File: src/rtl/uart_pkg.sv
// Shared definitions for the UART report path: arbiter state encoding,
// ASCII constants used by the formatters, and a constant-width helper.
package uart_pkg;

  localparam int ST_W = 4;

  localparam logic [ST_W-1:0] S_IDLE      = 4'b0001;
  localparam logic [ST_W-1:0] S_ACCEPT    = 4'b0010;
  localparam logic [ST_W-1:0] S_WAIT_DONE = 4'b0100;
  localparam logic [ST_W-1:0] S_RELEASE   = 4'b1000;

  localparam logic [7:0] ASCII_CR   = 8'd13;
  localparam logic [7:0] ASCII_LF   = 8'd10;
  localparam logic [7:0] ASCII_SP   = 8'd32;
  localparam logic [7:0] ASCII_V    = 8'd86;
  localparam logic [7:0] ASCII_DASH = 8'd45;

  function automatic int clog2(input int value);
    int r;
    r = 0;
    while ((1 << r) < value) r++;
    return r;
  endfunction

endpackage

File: src/rtl/uart_tx_arbiter_rr_pick.sv
// Combinational round-robin picker: one-hot first request at or after ptr,
// wrapping to the lowest index when nothing at or above ptr is requesting.
import uart_pkg::*;

module rr_pick #(
  parameter int N_REQ = 2,
  parameter int PW    = clog2(N_REQ)
) (
  input  logic [N_REQ-1:0] req,
  input  logic [PW-1:0]    ptr,
  output logic [N_REQ-1:0] pick,
  output logic             any
);

  logic [N_REQ-1:0] mask;
  logic [N_REQ-1:0] upper;
  logic [N_REQ-1:0] pool;
  logic             found;

  always_comb begin
    mask = '0;
    for (int i = 0; i < N_REQ; i++) begin
      mask[i] = (PW'(i) >= ptr);
    end
    upper = req & mask;
    pool  = (|upper) ? upper : req;
    pick  = '0;
    found = 1'b0;
    for (int i = 0; i < N_REQ; i++) begin
      if (!found && pool[i]) begin
        pick[i] = 1'b1;
        found   = 1'b1;
      end
    end
  end

  assign any = |req;

endmodule

File: src/rtl/uart_tx_arbiter.sv
// Frame-granular arbiter in front of the UART byte transmitter: one owner at a
// time, released on its last byte, a length cap, or a mid-frame stall.
import uart_pkg::*;

module uart_tx_arbiter #(
  parameter int N_REQ     = 2,
  parameter int MAX_FRAME = 64,
  parameter int STALL_MAX = 1000
) (
  input  logic               clk,
  input  logic               rst_n,
  input  logic [N_REQ-1:0]   req_valid,
  input  logic [8*N_REQ-1:0] req_data,
  input  logic [N_REQ-1:0]   req_last,
  output logic [N_REQ-1:0]   req_ready,
  output logic [7:0]         tx_data,
  output logic               tx_start,
  input  logic               tx_done_tick,
  output logic [N_REQ-1:0]   grant,
  output logic               busy,
  output logic               frame_cut
);

  localparam int PW = clog2(N_REQ);
  localparam int BW = clog2(MAX_FRAME + 1);
  localparam int SW = clog2(STALL_MAX + 1);

  logic [ST_W-1:0]  state;
  logic [ST_W-1:0]  next_state;
  logic [PW-1:0]    ptr;
  logic [PW-1:0]    ptr_after;
  logic [BW-1:0]    byte_cnt;
  logic [SW-1:0]    stall_cnt;
  logic             last_f;
  logic             cut;
  logic             cut_next;
  logic [N_REQ-1:0] pick;
  logic             any_req;
  logic             own_valid;
  logic             own_last;
  logic [7:0]       own_data;
  logic             accept;
  logic             stall_hit;
  logic             cap_hit;
  logic             tx_start_d;
  logic             frame_cut_d;
  logic [N_REQ-1:0] req_ready_d;

  rr_pick #(
    .N_REQ (N_REQ),
    .PW    (PW)
  ) u_pick (
    .req  (req_valid),
    .ptr  (ptr),
    .pick (pick),
    .any  (any_req)
  );

  // grant is one-hot, so OR-ing the owned lanes selects the owner's signals.
  always_comb begin
    own_valid = |(req_valid & grant);
    own_last  = |(req_last & grant);
    own_data  = '0;
    ptr_after = '0;
    for (int i = 0; i < N_REQ; i++) begin
      if (grant[i]) begin
        own_data  = own_data | req_data[8*i +: 8];
        ptr_after = (i == N_REQ - 1) ? '0 : PW'(i + 1);
      end
    end
  end

  assign accept    = (state == S_ACCEPT) && own_valid;
  assign stall_hit = (stall_cnt == SW'(STALL_MAX - 1));
  assign cap_hit   = (byte_cnt == BW'(MAX_FRAME));
  assign busy      = |grant;

  always_ff @(posedge clk or negedge rst_n) begin
    if (!rst_n) state <= S_IDLE;
    else        state <= next_state;
  end

  always_comb begin
    next_state = state;
    cut_next   = cut;
    case (state)
      S_IDLE: begin
        cut_next = 1'b0;
        if (any_req) next_state = S_ACCEPT;
      end
      S_ACCEPT: begin
        if (own_valid) begin
          next_state = S_WAIT_DONE;
        end else if (stall_hit) begin
          next_state = S_RELEASE;
          cut_next   = 1'b1;
        end
      end
      S_WAIT_DONE: begin
        if (tx_done_tick) begin
          if (last_f) begin
            next_state = S_RELEASE;
            cut_next   = 1'b0;
          end else if (cap_hit) begin
            next_state = S_RELEASE;
            cut_next   = 1'b1;
          end else begin
            next_state = S_ACCEPT;
          end
        end
      end
      S_RELEASE: next_state = S_IDLE;
      default:   next_state = S_IDLE;
    endcase
  end

  always_comb begin
    tx_start_d  = accept;
    req_ready_d = accept ? grant : '0;
    frame_cut_d = (state == S_RELEASE) && cut;
  end

  // Strobes are registered so the transmitter and requesters see clean pulses.
  always_ff @(posedge clk or negedge rst_n) begin
    if (!rst_n) begin
      grant     <= '0;
      ptr       <= '0;
      byte_cnt  <= '0;
      stall_cnt <= '0;
      last_f    <= 1'b0;
      cut       <= 1'b0;
      tx_data   <= '0;
      tx_start  <= 1'b0;
      req_ready <= '0;
      frame_cut <= 1'b0;
    end else begin
      tx_start  <= tx_start_d;
      req_ready <= req_ready_d;
      frame_cut <= frame_cut_d;
      cut       <= cut_next;
      case (state)
        S_IDLE: begin
          if (any_req) grant <= pick;
        end
        S_ACCEPT: begin
          if (own_valid) begin
            tx_data   <= own_data;
            last_f    <= own_last;
            stall_cnt <= '0;
            if (!cap_hit) byte_cnt <= byte_cnt + BW'(1);
          end else if (stall_cnt != SW'(STALL_MAX)) begin
            stall_cnt <= stall_cnt + SW'(1);
          end
        end
        S_RELEASE: begin
          grant     <= '0;
          ptr       <= ptr_after;
          byte_cnt  <= '0;
          stall_cnt <= '0;
        end
        default: ;
      endcase
    end
  end

endmodule
File: config.mk
export PLATFORM = sky130hd
export DESIGN_NAME = uart_tx_arbiter
export DESIGN_NICKNAME = d
export VERILOG_FILES = /design/src/rtl/uart_pkg.sv /design/src/rtl/uart_tx_arbiter_rr_pick.sv /design/src/rtl/uart_tx_arbiter.sv
export SDC_FILE = /design/constraint.sdc
export NUM_CORES = 1
export LEC_CHECK = 0
export CAP_MARGIN = 30
export CORE_MARGIN = 10
export CORE_UTILIZATION = 56
export DETAILED_ROUTE_END_ITERATION = 8
export DONT_BUFFER_PORTS = 1
export GPL_ROUTABILITY_DRIVEN = 0
export MAX_ROUTING_LAYER = met4
export PLACE_DENSITY_LB_ADDON = 0.1
export SYNTH_ARGS = -nofsm -noshare
export SYNTH_HDL_FRONTEND = slang
export SYNTH_SLANG_ARGS = --single-unit
export TNS_END_PERCENT = 5
File: constraint.sdc
create_clock -name clk -period 1.8 [get_ports clk]
set_clock_uncertainty 0.2 [all_clocks]
set_input_delay 0.09 -clock clk [delete_from_list [all_inputs] [get_ports clk]]
set_output_delay 0.09 -clock clk [all_outputs]
set_load 0.03 [all_outputs]
==> impl_metrics.toml, run 1 <==
[timing]
worstMarginPinSlew_ps = 421.7
hold_violations = 0
rsz0062_at_grt = "yes"
timing.final.crit_share = 1.085
finalWorstPathRequiredPeriod_ps = 1952
timing.fmax_mhz = 512.2
timing.slew.headroom = 0.7178
timing.final.max_slew_violations = 0
totalNegativeSetupSlack_ps = -1282
setup_viol_count_final = 14
final_worst_setup_slack_ps = -152.5

[setup_path]
worstSetupStartpointType = "flop"
critical_path_required_ps = 1840
timing.critical_path.to_type = "flop"
timing.critical_path.depth = 7
cp_max_fo = 8
worst-r2r-cell-count = 7
crit_path_cell_trace = "inv_2 > ha_4 > nand3b_1 > or3_4 > buf_4 > nor2b_4 > mux2_2"
worst_path_largest_cell_delay_ps = 420
criticalPathCategory = "reg2reg"
timing.critical_path.max_delay_family = "simple AND/OR/NAND/NOR gates"
critical_path_data_arrival_time_ps = 1990
path_buf_inv = 2
crit_path_top_delay_cell = "dfrtp_1"

[floorplan]
io-pin-count = 38
die_height_um = 79.96
start_util = 0.5894
row_count = 21
core-area_sq_mm = 0.003416
fp.dieW_um = 79.96
design.die.area_sq_mm = 0.006394

[yosys]
synth_top_area_frac = 0.4599
synthesis.area_per_instance_sq_um = 9.193
async_sr_flop_fraction = 1.000
netlist_instances = 219
synth-edff-count = 0
post_synth_num_cell_types = 48
post-synth-top-area-cell = "dfrtp_1"
ys_top_cells_by_area = "dfrtp_1 (46%), nor2_1 (7.3%), a221oi_1 (3.9%)"
synth.yosys.warnings = 0
ys_seq_area_frac = 0.4730
synthFlopType = "dfrtp_1"
yosys_register_bits = 38
synth_fp_nets = 246
netlist_area_sq_mm = 0.002013

[power]
power_density_of_the_placed_cells_mw_per_mm2 = 1528
power.switching_fraction = 0.4670
share_comb_of_total_power = 0.492
p_int_mw = 2.264
power.share.clock = 0.119
cellLeakagePower_nw = 1.214
vdd_drop_max_mv = 1.192
power_switching_mw = 1.984
power.share.sequential = 0.389

[layout]
num_antenna_cells = 0
area.sequential_sq_um = 952.2
most_frequent_standard_cell_in_the_layout_excluding_fill_and_tap_cells = "nor2_1"
finish.net_count = 303
final_layout_size_suffix_gt1_frac = 0.2888
finish.cell_count_without_fillers = 323
multiInputGateArea_sq_mm = 0.001125
filler_cells = 196
area_delta_synth_final_pct = 38.10
commonest_cells_after_routing_fill_and_taps_aside = "nor2_1 (39), dfrtp_1 (37), buf_4 (33), dlygate4sd3_1 (23), nand2_1 (14)"

[run]
max-cap-violations = 0

[global_routing]
grt_first_pass_wirelength_um = 9591
global_route.usage.total = 0.1948
first_global_vias = 1919
grt_start_max_net_pins = 39
number_of_antenna_violations_at_the_first_check_in_global_routing = 0
gr-total-overflow = 0

[cts]
cts_tree = "yes"
cts_root_cell = "clkbuf_4"
cts-buffers-inserted = 5
clock_insertion_delay_worst_skew_ps = 360
h_tree_depth = 2
cts.reportedPaths.clkPinSlew_ps = 110
cts_buffer_depth = 2
clkSinkCount = 38

[placed_design]
post_dp_hpwl_um = 3709
dpl.cell_count = 287
placement.io_buffers = 0

[detailed_routing]
totalWireLength_um = 6349
wire_per_inst_um = 19.66
route.detailed.drc = 0
detailroute.via_count = 1975
antenna_violating_nets_post_route = 0
drt_first_pass_iters = 5
avgViaCountPerCell = 6.115
initialDrtViolationCount = 204

[run_status]
outcome = "finished with violations"
violations = "negative setup slack"

[hold_path]
hold_path.class = "in2reg"
whs_path_depth = 4
-- power by group through the flow --
| stage | Sequential (mW) | Clock (mW) | Combinational [mW] |
|---|---|---|---|
| CTS | 1.62 | 0.497 | 1.91 |
| global placement | 1.62 | 0 | 1.58 |
| global route | 1.69 | 0.538 | 2.24 |
| finish | 1.65 | 0.504 | 2.09 |
| floorplan | 1.63 | 0 | 1.04 |
| detailed placement | 1.63 | 0 | 1.66 |
-- through the flow --
| stage | utilization | instance area, sq um | power (mW) | hold slack [ps] | worst slack [ps] |
|---|---|---|---|---|---|
| 6_report | 0.8139 | 2780 | 4.248 | 30.95 | -152.5 |
| 5_1_grt | 0.8139 | 2780 | 4.471 | 35.74 | -205.7 |
| 4_1_cts | 0.7875 | 2690 | 4.036 | 20.51 | -89.07 |
| 3_5_place_dp | 0.6645 | 2270 | 3.297 | -404.4 | -171.0 |
| 3_3_place_gp | 0.6645 | 2270 | 3.204 | -404.3 | -139.3 |
| 2_1_floorplan | - | 2019 | 2.666 | -405.6 | -198.5 |
-- cell usage after synthesis, types with 3 or more instances --
library cell	n
a21oi_1	12
a221oi_1	9
a31oi_1	4
and2_1	3
and3_1	5
buf_2	3
clkbuf_1	5
dfrtp_1	37
ha_1	4
inv_1	8
nand2_1	16
nand3_1	4
nand4_1	6
nor2_1	39
nor2b_1	4
nor4_1	3
o21ai_0	13
o21ai_1	3
o31ai_1	3
-- tightest hold or removal path: stages --
cell and delay (ps):
a22oi_1 90, buf_4 190, nand3_1 110, o21ai_1 60
-- per-layer routing --
layer | GRT usage | routed length, um
met2 | 0.3210 | 3272
met5 | - | 0
met1 | 0.2233 | 2460
met3 | 0.06306 | 502
met4 | 0.04930 | 114
-- path summary, 6_finish.rpt --
path | from | to | slack, ps
max | stall_cnt[0] | stall_cnt[0] | -150
min in group asynchronous | rst_n | grant[0] | 510
max reg2reg | stall_cnt[0] | stall_cnt[0] | -150
max in group asynchronous | rst_n | state[0] | 640
min reg2reg | stall_cnt[8] | stall_cnt[8] | 300
min | req_valid[1] | stall_cnt[1] | 30
-- state kept, by name, summed over array words and instances (netlist names) --
register   cells
stall_cnt     10
tx_data        8
byte_cnt       7
state          4
grant          2
req_ready      2
cut            1
frame_cut      1
last_f         1
ptr            1
tx_start       1
-- area by class of cell --
type / instances / area share
Tap cell: 46 / 0.02070
Inverter: 9 / 0.01395
Clock inverter: 2 / 0.004500
Multi-Input combinational cell: 161 / 0.4046
Sequential cell: 38 / 0.3425
Timing Repair Buffer: 61 / 0.1953
Clock buffer: 6 / 0.01845
-- cells by family after synthesis --
logic type / Yosys count / share of synthesized area
simple gates: 99 / 0.2673
compound gates: 54 / 0.1709
flops: 38 / 0.4730
buf+inv: 20 / 0.04475
fa+ha+maj: 4 / 0.02486
xor+xnor: 2 / 0.008703
mux: 2 / 0.01057
-- what timing repair did --
action	CTS	global route
buffers inserted	3	1
hold buffers	24	0
endpoints found under the setup margin	20	31
gates resized for setup	23	20
pin swaps	9	6
cloned	1	0
hold endpoints to repair	54	0
Note: power is estimated with default switching activity, not from simulation.
==> inputs of run 2 (changes only) <==
clock period = 1.6 ns   (was 1.8 ns; I/O delays follow)
==> impl_metrics.toml, run 2 (synthesized netlist as in run 1, its figures left out) <==
[floorplan]
die_height_um = 79.96
row_count = 21
core-area_sq_mm = 0.003416
fp.dieW_um = 79.96
io-pin-count = 38
design.die.area_sq_mm = 0.006394
start_util = 0.5894

[detailed_routing]
initialDrtViolationCount = 144
avgViaCountPerCell = 5.906
detailroute.via_count = 1955
wire_per_inst_um = 17.92
route.detailed.drc = 0
totalWireLength_um = 5930
drt_first_pass_iters = 4
antenna_violating_nets_post_route = 0

[timing]
worstMarginPinSlew_ps = 384.4
setup_viol_count_final = 31
final_worst_setup_slack_ps = -293.5
timing.final.crit_share = 1.183
timing.final.max_slew_violations = 0
hold_violations = 0
timing.fmax_mhz = 528.1
timing.slew.headroom = 0.7428
finalWorstPathRequiredPeriod_ps = 1893
rsz0062_at_grt = "yes"

[layout]
num_antenna_cells = 0
commonest_cells_after_routing_fill_and_taps_aside = "buf_4 (41), nor2_1 (38), dfrtp_1 (34), dlygate4sd3_1 (23), nand2_1 (14)"
flip_flop_count_of_the_largest_register_all_copies_and_words_added = 10
final_layout_size_suffix_gt1_frac = 0.3158
final_std_cell_area_no_fill_sq_mm = 0.002841
area_delta_synth_final_pct = 41.14
top_regs = "stall_cnt: 10 flops, tx_data: 8 flops, byte_cnt: 7 flops"
most_frequent_standard_cell_in_the_layout_excluding_fill_and_tap_cells = "buf_4"
finish.cell_count_without_fillers = 331
filler_cells = 203
registers.top_by_ff_count = "stall_cnt"
finish.net_count = 311

[global_routing]
grt_first_pass_wirelength_um = 9825
first_global_vias = 2047
global_route.usage.total = 0.1996
number_of_antenna_violations_at_the_first_check_in_global_routing = 0
grt_start_max_net_pins = 39
gr-total-overflow = 0

[setup_path]
crit_path_top_delay_cell = "dfrtp_1"
worstSetupStartpointType = "flop"
timing.critical_path.to_type = "flop"
cp_max_fo = 5
crit_path_cell_trace = "nor4b_4 > buf_4 > nand2_4 > clkinv_4 > nand4_4 > or3_1 > a21oi_2"
worst_path_largest_cell_delay_ps = 450
criticalPathCategory = "reg2reg"
path_buf_inv = 2
critical_path_required_ps = 1700
timing.critical_path.max_delay_family = "simple AND/OR/NAND/NOR gates"
critical_path_data_arrival_time_ps = 1990

[placed_design]
dp_worst_setup_slack_ps = -250.9
dpl.cell_count = 296
postPlaceCellArea_sq_mm = 0.002362
placement.io_buffers = 0
post_dp_hpwl_um = 3777

[power]
vdd_drop_max_mv = 1.232
power_density_of_the_placed_cells_mw_per_mm2 = 1667
cellLeakagePower_nw = 1.255
finalPower_mw = 4.736

[cts]
cts_tree = "yes"
h_tree_depth = 2
cts_root_cell = "clkbuf_4"
cts_buffer_depth = 2
clock_insertion_delay_worst_skew_ps = 360
clkSinkCount = 38
cts.reportedPaths.clkPinSlew_ps = 120
cts-buffers-inserted = 5

[run_status]
outcome = "finished with violations"
violations = "negative setup slack"

[run]
max-cap-violations = 0

[hold_path]
hold_path.class = "in2reg"
[run 2: layout make-up]
cell class                 instances  area (sq um)  area share
clock buffer                       6         51.30     0.01805
clock inverter                     2         12.51    0.004403
inverter                           9         38.79     0.01365
multi-input combinational        161          1122      0.3950
sequential                        38         955.9      0.3364
tap                               46         57.56     0.02026
timing repair buffer              69         603.1      0.2122
[run 2: report_power, final]
group	total (mW)	switching [mW]	internal, mW
sequential	1.86	0.561	1.30
combinational	2.33	1.25	1.08
clock	0.549	0.338	0.211
[run 2: timing repair]
item                       CTS  global route
setup buffers                0             2
setup endpoints to repair   32            34
hold buffers                24             0
gates resized for setup     24             7
hold endpoints to repair    57             0
pin swaps                    3             4
cloned                       0             1
[run 2: stage by stage]
step,utilization,setup TNS [ps],hold slack (ps)
floorplan,-,-5375,-415.6
global placement,0.6916,-3583,-414.4
detailed placement,0.6916,-4905,-414.1
CTS,0.8198,-5035,213.4
global route,0.8319,-9035,258.6
finish,0.8319,-5429,242.8
[run 2: final timing paths]
check	slack, ps	endpoint	cells past startpoint	startpoint
max	-290	byte_cnt[5]	7	state[3]
min	240	tx_data[2]	3	req_data[10]
max reg2reg	-290	byte_cnt[5]	7	state[3]
min reg2reg	310	byte_cnt[6]	1	byte_cnt[6]
max in group asynchronous	430	state[0]	3	rst_n
min in group asynchronous	510	byte_cnt[3]	3	rst_n
[run 2: worst min-delay path, delay by kind of cell]
family	cells	cell delay [ps]
buffers and inverters	1	550
and+or+nand+nor	1	80
AOI/OAI and AO/OA	1	60
[run 2: layer usage]
metal	GRT usage	routed length, um	vias up
met5	-	0	-
met4	0.09331	167	0
met3	0.05968	365	19
met2	0.3299	3025	73
met1	0.2145	2371	943
li1	-	-	920
